===== src/rtl/klp_arb_pkg.sv =====
// Shared arbiter types: FSM state encoding and the 3:1 mux select codes.
package klp_arb_pkg;

  typedef enum logic {
    IDLE = 1'b0,
    OWN  = 1'b1
  } arb_state_t;

  // Select encoding of the downstream 3:1 mux; 11 forces a zero output.
  localparam logic [1:0] SEL_REQ0 = 2'b00;
  localparam logic [1:0] SEL_REQ1 = 2'b01;
  localparam logic [1:0] SEL_REQ2 = 2'b10;
  localparam logic [1:0] SEL_IDLE = 2'b11;

endpackage


===== src/rtl/arb_pick3.sv =====
// Combinational 3-way winner picker: searches req_i starting at start_i and
// wrapping, returning a one-hot winner and the matching mux select.
module arb_pick3
  import klp_arb_pkg::*;
(
  input  logic [2:0] req_i,
  input  logic [1:0] start_i,
  output logic [2:0] winner_o,
  output logic [1:0] sel_o
);

  logic       found;
  logic [1:0] idx;

  // First requester found from the start pointer onward wins.
  always_comb begin
    winner_o = 3'b000;
    sel_o    = SEL_IDLE;
    found    = 1'b0;
    idx      = 2'd0;
    for (int i = 0; i < 3; i++) begin
      idx = 2'((int'(start_i) + i) % 3);
      if (!found && req_i[idx]) begin
        found    = 1'b1;
        winner_o = 3'b001 << idx;
        case (idx)
          2'd0:    sel_o = SEL_REQ0;
          2'd1:    sel_o = SEL_REQ1;
          default: sel_o = SEL_REQ2;
        endcase
      end
    end
  end

endmodule


===== src/rtl/mem_port_arbiter3.sv =====
// Three-requester arbiter/sequencer for the shared KLP32 memory path.
// Holds a grant until mem_ready_i or watchdog abort after TIMEOUT_CYCLES.
// Define ARB_ROUND_ROBIN_EN for round-robin; default is fixed 0 > 1 > 2.
module mem_port_arbiter3
  import klp_arb_pkg::*;
#(
  parameter int unsigned TIMEOUT_CYCLES = 255
) (
  input  logic       clk,
  input  logic       rst,
  input  logic [2:0] req_i,
  output logic [2:0] gnt_o,
  output logic [1:0] sel_o,
  output logic       mem_valid_o,
  input  logic       mem_ready_i,
  output logic [2:0] done_o,
  output logic       timeout_o,
  output logic       busy_o
);

  localparam int unsigned CNT_W = $clog2(TIMEOUT_CYCLES + 1);
  localparam logic [CNT_W-1:0] CNT_LAST = CNT_W'(TIMEOUT_CYCLES - 1);

  arb_state_t       state_q;
  logic [2:0]       gnt_q;
  logic [1:0]       sel_q;
  logic             mem_valid_q;
  logic             timeout_q;
  logic             busy_q;
  logic [CNT_W-1:0] cnt_q;
  logic [CNT_W-1:0] cnt_d;
  logic [1:0]       start_ptr;
  logic [2:0]       pick_gnt;
  logic [1:0]       pick_sel;

`ifdef ARB_ROUND_ROBIN_EN
  logic [1:0] last_owner_q;

  // Priority begins just after the previous owner, wrapping 2 -> 0.
  always_comb start_ptr = (last_owner_q == 2'd2) ? 2'd0 : last_owner_q + 2'd1;

  // Track the owner on every OWN entry; reset value gives requester 0 first turn.
  always_ff @(posedge clk) begin
    if (rst) begin
      last_owner_q <= 2'd2;
    end else if (state_q == IDLE && |req_i) begin
      last_owner_q <= pick_sel;
    end
  end
`else
  assign start_ptr = 2'd0;
`endif

  arb_pick3 u_pick (
    .req_i    (req_i),
    .start_i  (start_ptr),
    .winner_o (pick_gnt),
    .sel_o    (pick_sel)
  );

  // Saturating watchdog increment.
  always_comb cnt_d = (cnt_q == {CNT_W{1'b1}}) ? cnt_q : cnt_q + CNT_W'(1);

  // IDLE/OWN sequencer with registered grant, select and strobes.
  always_ff @(posedge clk) begin
    if (rst) begin
      state_q     <= IDLE;
      gnt_q       <= 3'b000;
      sel_q       <= SEL_IDLE;
      mem_valid_q <= 1'b0;
      busy_q      <= 1'b0;
      timeout_q   <= 1'b0;
      cnt_q       <= '0;
    end else begin
      timeout_q <= 1'b0;
      case (state_q)
        IDLE: begin
          cnt_q <= '0;
          if (|req_i) begin
            state_q     <= OWN;
            gnt_q       <= pick_gnt;
            sel_q       <= pick_sel;
            mem_valid_q <= 1'b1;
            busy_q      <= 1'b1;
          end
        end
        OWN: begin
          // Completion beats the watchdog on the final cycle.
          if (mem_ready_i || cnt_q == CNT_LAST) begin
            state_q     <= IDLE;
            gnt_q       <= 3'b000;
            sel_q       <= SEL_IDLE;
            mem_valid_q <= 1'b0;
            busy_q      <= 1'b0;
            cnt_q       <= '0;
            timeout_q   <= ~mem_ready_i;
          end else begin
            cnt_q <= cnt_d;
          end
        end
        default: state_q <= IDLE;
      endcase
    end
  end

  assign gnt_o       = gnt_q;
  assign sel_o       = sel_q;
  assign mem_valid_o = mem_valid_q;
  assign timeout_o   = timeout_q;
  assign busy_o      = busy_q;
  assign done_o      = gnt_q & {3{mem_ready_i}};

endmodule


===== config.mk =====
export PLATFORM = sky130hd
export DESIGN_NAME = mem_port_arbiter3
export DESIGN_NICKNAME = d
export VERILOG_FILES = /design/src/rtl/klp_arb_pkg.sv /design/src/rtl/arb_pick3.sv /design/src/rtl/mem_port_arbiter3.sv
export SDC_FILE = /design/constraint.sdc
export NUM_CORES = 1
export LEC_CHECK = 0
export ABC_AREA = 1
export CAP_MARGIN = 20
export CELL_PAD_IN_SITES_DETAIL_PLACEMENT = 1
export CELL_PAD_IN_SITES_GLOBAL_PLACEMENT = 1
export CORE_ASPECT_RATIO = 1.25
export CORE_UTILIZATION = 34
export DETAILED_ROUTE_END_ITERATION = 16
export PLACE_DENSITY_LB_ADDON = 0.1
export REMOVE_ABC_BUFFERS = 1
export SYNTH_ARGS = -nofsm -noshare
export SYNTH_HDL_FRONTEND = slang
export SYNTH_SLANG_ARGS = --single-unit
export TNS_END_PERCENT = 10

===== constraint.sdc =====
create_clock -name clk -period 1.6 [get_ports clk]
set_clock_uncertainty 0.05 [all_clocks]
set_input_delay 0.48 -clock clk [delete_from_list [all_inputs] [get_ports clk]]
set_output_delay 0.48 -clock clk [all_outputs]
set_load 0.02 [all_outputs]

Yosys cells after proc, flatten, opt, wreduce, memory -nomap -nowiden. Cells that the tools add are included.

Input port bits: 6. Register bits: 16. Logic and storage cells: 47. Output and inout port bits: 11.

Eq/ne operators: 5. Reductions and logical operators: 8. Add/subtract/negate cells: 1. Multiplexer cells: 23. Bitwise logic cells: 4.

Operators by type and width (number): 8-bit == test, second input constant (2); 8-bit two-way mux (2); 8-bit one-hot mux with 2 select lines (1); 3-bit two-way mux (4); 2-bit two-way mux (5); 8-bit by 1-bit adder with 8-bit output, second input constant (1); 1-bit two-way mux (7); 3-bit one-hot mux with 2 select lines (1); 3-bit OR reduction (2); 1-bit one-hot mux with 2 select lines (2); 2-bit one-hot mux with 2 select lines (1); 3-bit bitwise AND (1); 3-bit by 2-bit != test with 1-bit output, second input constant (1); 1-bit inverter (3); 1-bit logical AND (2); 1-bit logical NOT (2); 2-bit by 1-bit != test with 1-bit output, second input constant (1); 2-bit != test, second input constant (1); 2-bit AND reduction (1); 1-bit logical OR (1).

Longest topological paths before layout. Gate-level depths: netlist (run 1).

Depth in word-level cells: 9. Mapped depth: 10. Gate-level depth less buffers: 10.

Modules after synthesis. A second synthesis (run 1) with hierarchy kept.

Cell total of the unflattened synthesis: 171. Area, all modules: 1122.3 µm².

Modules (own cells, without submodules): mem_port_arbiter3 (times used 1, cells an instance 110, seq. area each 320.3 µm², area an instance 812.0 µm²); arb_pick3 (times used 1, cells an instance 61, seq. area each 0.0 µm², area an instance 310.3 µm²).

Least setup slack after synthesis (run 1). Ideal clock, no wire load.

Path type: register to register. Start point: reg cnt_q[0]. End point: reg cnt_q[3]. Slack: 0.348 ns. Required time: 1.475 ns. Library setup time: 0.075 ns. Cell stages (with the launch flop): 8. Path buffers: 0. Arrival time: 1.127 ns. Clock period less this slack: 1.252 ns. Cell sequence: dfxtp_1 -> inv_1 -> ha_1 -> inv_1 -> nor2_1 -> nand2_2 -> nand4_2 -> nor3b_2.

Word-level cells in the longest chain between the ends: 4. Elaborated cells between the ends (all ways): 8. Classes of those cells: 1 x add/sub; 3 x eq/ne; 3 x mux; 1 x reduce/logical.

RTL lines: from (decl) (line mem_port_arbiter3.sv:30) `logic [CNT_W-1:0] cnt_q;`; from (signal assigned) (line mem_port_arbiter3.sv:98) `cnt_q <= cnt_d;`; 8-bit by 1-bit adder with 8-bit output / 8-bit == test (equally long branches) (line mem_port_arbiter3.sv:62, mem_port_arbiter3.sv:89); 8-bit two-way mux / 1-bit logical OR (equally long branches) (line mem_port_arbiter3.sv:62, mem_port_arbiter3.sv:89); 8-bit two-way mux (line mem_port_arbiter3.sv:89) `if (mem_ready_i || cnt_q == CNT_LAST) begin`; 8-bit one-hot mux with 2 select lines (line mem_port_arbiter3.sv:76) `case (state_q)`.

Parallel ways exist; a longest one is shown, timed or not. The select of a mux whose other input is x is not followed. A chain may end at the register's enable or synchronous reset.

Worst setup path after layout (run 1).
Start point: reg gnt_q[0], in the netlist gnt_o[0]. End point: out gnt_o[0].

RTL lines: from (decl) (line mem_port_arbiter3.sv:25) `logic [2:0] gnt_q;`; from (signal assigned) (line mem_port_arbiter3.sv:81) `gnt_q <= pick_gnt;`; to (decl) (line mem_port_arbiter3.sv:12) `output logic [2:0] gnt_o,`.

No word-level cell between the ends.

==> results by group, run 1 <==
Timing
  – WHS: ~0.43 ns
  – # setup viols final: 0
  – Final Cycle Share: 96.5%
  – Normalized max-slew margin: between 80% and 90%
  – Unrepaired setup endpoints after global routing: no
  – Worst-Margin Slew: around 0.25 ns
  – Tmin final: 1.54 ns
  – Fin Setup TNS: 0 ns
  – Slew Viols, Final: 0
  – Fmax: ~650 MHz
  – Final Hold Fails: 0

CTS
  – Clock slew at reported path FFs: approximately 0.10 ns
  – Clock Latency Late Sink: 0.28 ns
  – CTS tree: yes
  – Total CTS buffers: 3
  – Clock root buffer: clkbuf_4
  – Post-CTS Setup Bufs: 0
  – H-Tree Depth: 1
  – Clock sink count: 16
  – Clock buffer depth: 2

Cells and area
  – Fin nets: roughly 140
  – # diodes: 0
  – Share of layout cells above drive strength 1: a little under a quarter
  – Synthesis-to-layout area growth: 32.7%
  – Commonest non-fill, non-tap cell in the layout: dfxtp_1
  – Fill count: 288
  – Layout Cells excl Fill: roughly 160
  – Footprint of the multi-input gates: 398 µm²
  – Most frequent cells in the layout: 16 x dfxtp_1, 15 x nand2_1, 14 x inv_1
  – FF+latch area: around 320 µm²

Routing
  – Drc violations: 0
  – Wire per inst: ~11 µm
  – Router iterations before antenna repair: 3
  – Via count: 750
  – Avg Vias per Cell: around 4.7
  – Initial DRC Count: 8
  – WL final: roughly 1800 µm
  – Final ANT Viol Nets: 0

GRT
  – Vias in the first global route: a little under 800
  – GR Overflow Total: 0
  – Total Routing Usage GR: approximately 18%
  – Global-route wire length before repair: about 3300 µm
  – Pin count of the biggest net entering global routing: 10
  – Initial antenna violation count: 0

Power
  – Sw frac: between 20 and 30%
  – Clock share of power: a little under a third
  – Reg power frac: 51.2%
  – Max VDD drop: about 0.35 mV
  – NetSw: 226 µW
  – Gate power share: 16.8%
  – Power Density: roughly 800 nW/µm²
  – Internal power: between 600 and 700 µW
  – Static Leak: about 0.46 nW
  – Overall Power: approximately 840 µW

Floorplanning
  – Ports: 17
  – Core ar.: about 2200 µm²
  – Core Rows: 19
  – Die height: approximately 56 µm
  – Die Wd: around 45 µm
  – Die ar.: 2500 µm²
  – Effective utilization at floorplan: 35.8%

Critical path
  – CP top delay family: flip-flops
  – Worst setup EP type: output port
  – CP Max Fanout: 3
  – Worst setup path start: gnt_o[0]
  – RR Startpoint: cnt_q[0]
  – Crit path capture: gnt_o[0]
  – CP arrival: 1.01 ns
  – Worst path bufs/invs: 1
  – CP Depth: 1
  – Critical path type: reg -> out
  – Crit path largest cell delay: 0.38 ns
  – Critical path cell sequence: dlygate4sd2_1
  – Slowest CP cell: dfxtp_1
  – R2R depth: 10
  – Worst reg2reg endpoint: sel_o[0]
  – Crit path required time: ~1.1 ns
  – R2R Setup Slk: 0.17 ns
  – Crit path launch type: register

Synth
  – Syn Inst Count: 102
  – Share of the yosys chip area belonging to registers: a little over 40%
  – Syn avg cell area: 7.68 µm²
  – Post-synth cell types: 22
  – Syn Std Cell Area: about 800 µm²
  – Seq cells post-synth: 16
  – Yosys warnings: 0

Placement
  – PortBufs: 16
  – Placed insts: 155
  – Routability Congestion: 0.773
  – Dpl hpwl: 1490 µm

Flow run
  – Max-cap violation count: 0

Status
  – Status: finished clean

Min path
  – Min-delay worst type: reg -> reg
metal layers:
layer	track usage [%]	share of wire, %
met1	19.8	40
met4	7.79	0.83
met3	2.92	2.8
met2	31.1	56
met5	0	0
stage by stage:
step	util (%)	cell area [µm²]	setup WS, ns
3_5_place_dp	47.0	1030	-0.659
2_1_floorplan	-	776	0.348
5_1_grt	47.5	1040	0.00569
4_1_cts	47.5	1040	0.0431
6_report	47.5	1040	0.0558
3_3_place_gp	47.0	1030	-0.632
Yosys cell counts:
cell,n,area (µm²)
o21ai_4,1,16.3
a21oi_1,7,35.0
nand2_1,15,56.3
or2_1,1,6.26
nand4_2,1,12.5
nor2_1,13,48.8
nor2_4,1,11.3
nor2_2,1,6.26
nor3_2,3,30.0
buf_4,1,7.51
dfxtp_1,16,320
o21ai_0,2,10.0
o22ai_1,1,6.26
ha_1,2,25.0
nor3b_2,2,25.0
inv_1,14,52.6
nand2_2,5,31.3
nand3_1,10,50.1
nor3_1,3,15.0
or2_2,1,6.26
nand4_1,1,6.26
clkinv_2,1,5.00
timing repair:
action | in CTS | in global routing
hold buffers | 0 | 0
endpoints found under the setup margin | 11 | 0
resized for setup | 22 | 0
cell families after synthesis:
kind of cell	Yosys count	share of synthesized area, %
AO/OA/AOI/OAI	11	8.63
AND/OR/NAND/NOR	57	39.0
buffers and inverters	16	8.31
flip-flops	16	40.9
adder cells (fa/ha/maj)	2	3.19
layout make-up:
type	instances	share of cell area (%)
inverter	15	5.54
tap	31	3.73
clock buffer	4	3.49
timing repair buffer	23	18.2
sequential	16	30.8
multi-input combinational	70	38.3
worst min-delay path by stage:
stage | depth (start not counted) | to | startpoint
after floorplan | 2 | cnt_q[1] | cnt_q[1]
after global placement | 2 | sel_o[1] | sel_o[1]
after detailed placement | 2 | sel_o[1] | sel_o[1]
after CTS | 2 | sel_o[1] | sel_o[1]
after global routing | 2 | sel_o[1] | sel_o[1]
final | 2 | sel_o[1] | sel_o[1]
flip-flops by register name, indices dropped and copies added (netlist names):
register,cells
busy_o,1
gnt_o,3
cnt_q,8
timeout_o,1
sel_o,2
state_q,1
power by group through the flow:
stage / clock network (mW) / registers (mW) / logic (mW)
6_report: 0.269 / 0.431 / 0.142
3_5_place_dp: 0 / 0.441 / 0.159
2_1_floorplan: 0 / 0.460 / 0.0556
4_1_cts: 0.280 / 0.432 / 0.146
3_3_place_gp: 0 / 0.440 / 0.156
5_1_grt: 0.302 / 0.434 / 0.156
worst register-to-register path: cells and delay by family, from the launching register on:
kind                       cells  cell delay (ns)
and+or+nand+nor                7             0.55
adders and majority gates      1             0.19
DFF                            1             0.42
buffers and inverters          2             0.13
No activity file was read; power rests on OpenSTA's default activity.
==> run 2, diff against run 1 <==
--- a/config.mk
+++ b/config.mk
@@ -7,12 +7,11 @@
 export LEC_CHECK = 0
 export ABC_AREA = 1
 export CAP_MARGIN = 20
-export CELL_PAD_IN_SITES_DETAIL_PLACEMENT = 1
-export CELL_PAD_IN_SITES_GLOBAL_PLACEMENT = 1
 export CORE_ASPECT_RATIO = 1.25
-export CORE_UTILIZATION = 34
+export CORE_UTILIZATION = 45
 export DETAILED_ROUTE_END_ITERATION = 16
-export PLACE_DENSITY_LB_ADDON = 0.1
+export HOLD_SLACK_MARGIN = 0.08
+export PLACE_DENSITY = 0.72
 export REMOVE_ABC_BUFFERS = 1
 export SYNTH_ARGS = -nofsm -noshare
 export SYNTH_HDL_FRONTEND = slang
==> results by group, run 2 (synthesized netlist as in run 1, its figures left out) <==
Timing
  – Slew Viols, Final: 0
  – Unrepaired setup endpoints after global routing: no
  – Normalized max-slew margin: 84.6%
  – Final Cycle Share: 95.6%
  – # setup viols final: 0
  – Final Hold Fails: 0
  – Fmax: 654 MHz
  – Fin Setup TNS: 0 ns
  – Worst-Margin Slew: roughly 0.23 ns
  – Tmin final: around 1.5 ns

Routing
  – WL final: approximately 1500 µm
  – Avg Vias per Cell: 5.01
  – Wire per inst: between 10 and 15 µm
  – Router iterations before antenna repair: 5
  – Met2 routed WL: ~780 µm
  – Drc violations: 0
  – Initial DRC Count: 4
  – Via count: about 700
  – M1 WL: 634 µm
  – Met3 wire len: roughly 56 µm
  – Final ANT Viol Nets: 0
  – Top sig layer: met4

Floorplanning
  – Ports: 17
  – Die ar.: 1910 µm²
  – Effective utilization at floorplan: 48.9%
  – Core ar.: between 1500 and 2000 µm²
  – Core Rows: 16
  – Die height: 48.6 µm
  – Die Wd: 39.3 µm

Power
  – NetSw: about 220 µW
  – Max VDD drop: between 0.5 and 0.6 mV
  – Sw frac: between 20% and 30%
  – Gate power share: between 15 and 20%
  – Power Density: about 830 nW/µm²
  – Reg power frac: 51.8%
  – Static Leak: 0.442 nW
  – Clock share of power: 31.8%
  – Internal power: about 610 µW

Cells and area
  – Most frequent cells in the layout: 16 x dfxtp_1, 15 x nand2_1, 14 x inv_1
  – Fin nets: around 130
  – Synthesis-to-layout area growth: 28.9%
  – Share of layout cells above drive strength 1: 22.4%
  – Fill count: approximately 170
  – Area of all placed cells without fillers: a little over 1000 µm²
  – Commonest non-fill, non-tap cell in the layout: dfxtp_1
  – # diodes: 0
  – FF+latch area: about 320 µm²
  – Biggest register: cnt_q
  – Max reg flops: 8
  – Footprint of the multi-input gates: slightly above 400 µm²

GRT
  – Pin count of the biggest net entering global routing: 10
  – Global-route wire length before repair: around 2500 µm
  – Initial antenna violation count: 0
  – Total Routing Usage GR: between 10% and 20%
  – GR Overflow Total: 0
  – Vias in the first global route: 649

Placement
  – Routability Congestion: 0.697
  – PortBufs: 16
  – Dpl hpwl: 1150 µm
  – Area after DPL: between 900 and 1000 µm²

Critical path
  – Crit path required time: roughly 1.1 ns
  – Critical path type: reg -> out
  – CP Max Fanout: 3
  – Crit path launch type: register
  – Critical path cell sequence: dlygate4sd2_1
  – RR Startpoint: cnt_q[0]
  – Worst path bufs/invs: 1
  – Slowest CP cell: dfxtp_1
  – Worst setup EP type: output port
  – R2R depth: 9
  – CP top delay family: flip-flops
  – Crit path largest cell delay: around 0.37 ns
  – R2R Setup Slk: 0.15 ns
  – CP arrival: 1.00 ns
  – Worst reg2reg endpoint: gnt_o[0]

Min path
  – Hold EP: sel_o[1]
  – Worst hold start: sel_o[1]
  – Min-delay worst type: reg -> reg
  – Hold Path Depth: 2

Flow run
  – Max-cap violation count: 0

Status
  – Status: finished clean

CTS
  – Total CTS buffers: 3
  – Clock Latency Late Sink: around 0.28 ns
  – Post-CTS Setup Bufs: 0
  – Clock sink count: 16
  – H-Tree Depth: 1
  – Clock slew at reported path FFs: ~0.090 ns
  – Clock root buffer: clkbuf_4
  – Hold buffers post-CTS: 0
  – Clock buffer depth: 2
  – CTS tree: yes
-- run 2: cell count changes in the layout (fill, tap and decap cells not counted) --
cell / previous run / this run
buf_2: 2 / 3
nand4_2: 1 / 0
clkdlybuf4s15_2: 0 / 1
dlygate4sd2_1: 9 / 8
nand4_4: 0 / 1
buf_4: 8 / 4
-- run 2: worst max path at each step --
stage / start / to / slack, ns / cells past startpoint
floorplan: cnt_q[0] / cnt_q[3] / 0.35 / 7
global placement: mem_ready_i / done_o[0] / -0.68 / 4
detailed placement: mem_ready_i / done_o[0] / -0.68 / 4
CTS: mem_ready_i / done_o[2] / 0.006 / 4
global route: cnt_q[0] / gnt_o[0] / 0.007 / 9
finish: gnt_o[1] / gnt_o[1] / 0.07 / 1
-- run 2: final cells by class --
class,count,share of cell area (%)
multi-input combinational,70,40.3
clock buffer,4,3.59
sequential,16,31.7
inverter,15,5.70
tap,18,2.23
timing repair buffer,20,16.5
-- run 2: per-layer routing --
layer  global-route usage [%]  vias up
met1                     20.3      324
met4                     12.1        0
li1                         -      374
met3                     2.75        4
met2                     31.9       15
met5                        0        -
-- run 2: power groups by stage --
stage | Combinational (mW) | Sequential (mW) | Clock [mW]
floorplan | 0.0556 | 0.460 | 0
global placement | 0.149 | 0.440 | 0
detailed placement | 0.151 | 0.440 | 0
CTS | 0.139 | 0.431 | 0.275
global route | 0.150 | 0.435 | 0.292
finish | 0.138 | 0.432 | 0.265
-- run 2: timing repair --
| action | 4_1_cts | 5_1_grt |
|---|---|---|
| endpoints found under the hold margin | 0 | 0 |
| gates resized for setup | 20 | 4 |
| endpoints found under the setup margin | 11 | 4 |
-- run 2: per-stage QoR --
stage / utilization, % / setup slack [ns] / instances / hold slack, ns / power [mW]
2_1_floorplan: - / 0.348 / 101 / 0.439 / 0.516
3_3_place_gp: 61.7 / -0.681 / 139 / 0.409 / 0.589
3_5_place_dp: 61.7 / -0.682 / 139 / 0.415 / 0.591
4_1_cts: 63.7 / 0.00622 / 143 / 0.436 / 0.845
5_1_grt: 63.0 / 0.00651 / 143 / 0.450 / 0.876
6_report: 63.0 / 0.0705 / 143 / 0.429 / 0.835
==> run 3, diff against run 2 <==
--- a/config.mk
+++ b/config.mk
@@ -10,7 +10,9 @@
 export CORE_ASPECT_RATIO = 1.25
 export CORE_UTILIZATION = 45
 export DETAILED_ROUTE_END_ITERATION = 16
+export GPL_TIMING_DRIVEN = 0
 export HOLD_SLACK_MARGIN = 0.08
+export MAX_ROUTING_LAYER = met4
 export PLACE_DENSITY = 0.72
 export REMOVE_ABC_BUFFERS = 1
 export SYNTH_ARGS = -nofsm -noshare
==> results by group, run 3 (synthesized netlist as in run 1, its figures left out) <==
Status
  – Status: finished clean

Floorplanning
  – Effective utilization at floorplan: between 40% and 50%
  – Die ar.: ~1900 µm²
  – Ports: 17
  – Core ar.: about 1600 µm²
  – Die height: between 40 and 50 µm
  – Core Rows: 16
  – Die Wd: ~40 µm

Routing
  – Drc violations: 0
  – Router iterations before antenna repair: 3
  – Avg Vias per Cell: roughly 5.1
  – Wire per inst: ~10 µm
  – WL final: ~1500 µm
  – Via count: approximately 710
  – Initial DRC Count: 6
  – Final ANT Viol Nets: 0

Critical path
  – CP Max Fanout: 3
  – CP top delay family: flip-flops
  – R2R depth: 10
  – Crit path largest cell delay: about 0.36 ns
  – CP arrival: just under 1 ns
  – Critical path type: reg -> out
  – Critical path cell sequence: dlygate4sd2_1
  – Worst path bufs/invs: 1
  – CP Depth: 1
  – Crit path launch type: register
  – Worst setup EP type: output port
  – Crit path required time: between 1 and 1.5 ns
  – Slowest CP cell: dfxtp_1

Cells and area
  – Synthesis-to-layout area growth: 25.1%
  – Most frequent cells in the layout: 16 x dfxtp_1, 15 x nand2_1, 14 x inv_1
  – # diodes: 0
  – Commonest non-fill, non-tap cell in the layout: dfxtp_1
  – Fin nets: 130
  – Max reg flops: 8
  – Layout Cells excl Fill: between 100 and 150
  – Fill count: 171
  – Share of layout cells above drive strength 1: 19.8%
  – Biggest register: cnt_q

Min path
  – Hold Path Depth: 2
  – Min-delay worst type: reg -> reg

Timing
  – Final Hold Fails: 0
  – # setup viols final: 0
  – Fmax: around 660 MHz
  – Final Cycle Share: ~95%
  – Tmin final: around 1.5 ns
  – WHS: 0.432 ns
  – Worst-Margin Slew: 0.255 ns
  – Unrepaired setup endpoints after global routing: no
  – Fin Setup TNS: 0 ns
  – Normalized max-slew margin: 82.9%
  – Slew Viols, Final: 0

GRT
  – GR Overflow Total: 0
  – Vias in the first global route: 616
  – Total Routing Usage GR: between 10% and 20%
  – Pin count of the biggest net entering global routing: 10
  – Initial antenna violation count: 0
  – Global-route wire length before repair: between 2000 and 2500 µm

CTS
  – Clock Latency Late Sink: about 0.28 ns
  – Clock slew at reported path FFs: about 0.10 ns
  – CTS tree: yes
  – Clock sink count: 16
  – H-Tree Depth: 1
  – Clock buffer depth: 2
  – Total CTS buffers: 3
  – Clock root buffer: clkbuf_4

Power
  – Max VDD drop: between 0.6 and 0.7 mV
  – Power Density: about 840 nW/µm²
  – Static Leak: between 0.4 and 0.5 nW

Placement
  – Dpl hpwl: between 1000 and 1500 µm
  – PortBufs: 16
  – Routability Congestion: between 0.7 and 0.8
  – Placed insts: between 100 and 150

Flow run
  – Max-cap violation count: 0
[run 3: cell count changes in the layout (fill, tap and decap cells not counted)]
cell | before | now
buf_4 | 4 | 0
[run 3: layout make-up]
| class | count | area [µm²] | share of cell area, % |
|---|---|---|---|
| Inverter | 15 | 57.6 | 5.87 |
| Sequential cell | 16 | 320 | 32.7 |
| Clock buffer | 4 | 36.3 | 3.70 |
| Tap cell | 18 | 22.5 | 2.30 |
| Multi-Input combinational cell | 70 | 407 | 41.5 |
| Timing Repair Buffer | 16 | 136 | 13.9 |
[run 3: power by group]
part	internal [mW]	total, mW	switching (mW)
registers	0.417	0.432	0.0149
clock network	0.138	0.263	0.125
logic	0.0506	0.129	0.0783
total	0.606	0.824	0.218
[run 3: what timing repair did]
item | 4_1_cts | 5_1_grt
resized for setup | 21 | 3
hold buffers | 0 | 0
setup buffers | 0 | 0
endpoints found under the setup margin | 11 | 4
[run 3: stage by stage]
stage               power [mW]  utilization [%]  worst slack [ns]  cell area, µm²
floorplan                0.516                -             0.348             776
global placement         0.581             59.8            -0.697             958
detailed placement       0.583             59.8            -0.718             958
CTS                      0.835             61.4           0.00262             983
global route             0.865             61.2            0.0290             980
finish                   0.824             61.2            0.0791             980
[run 3: worst paths after layout]
path,from,to,slack [ns]
max,gnt_o[1],gnt_o[1],0.08
min,sel_o[1],sel_o[1],0.43
max reg2reg,cnt_q[0],sel_o[0],0.19
min reg2reg,sel_o[1],sel_o[1],0.43
[run 3: tightest hold or removal path: cells and delay by family, from the launching register on]
family,cells,cell delay [ns]
flip-flops,1,0.34
AND/OR/NAND/NOR,1,0.05
AO/OA/AOI/OAI,1,0.06
[run 3: routing by layer]
layer	routed length, µm	GRT usage (%)	vias to the layer above
met5	0	-	-
met2	797	30.3	13
met3	57	3.21	2
li1	-	-	368
met4	9	8.62	0
met1	590	18.8	326
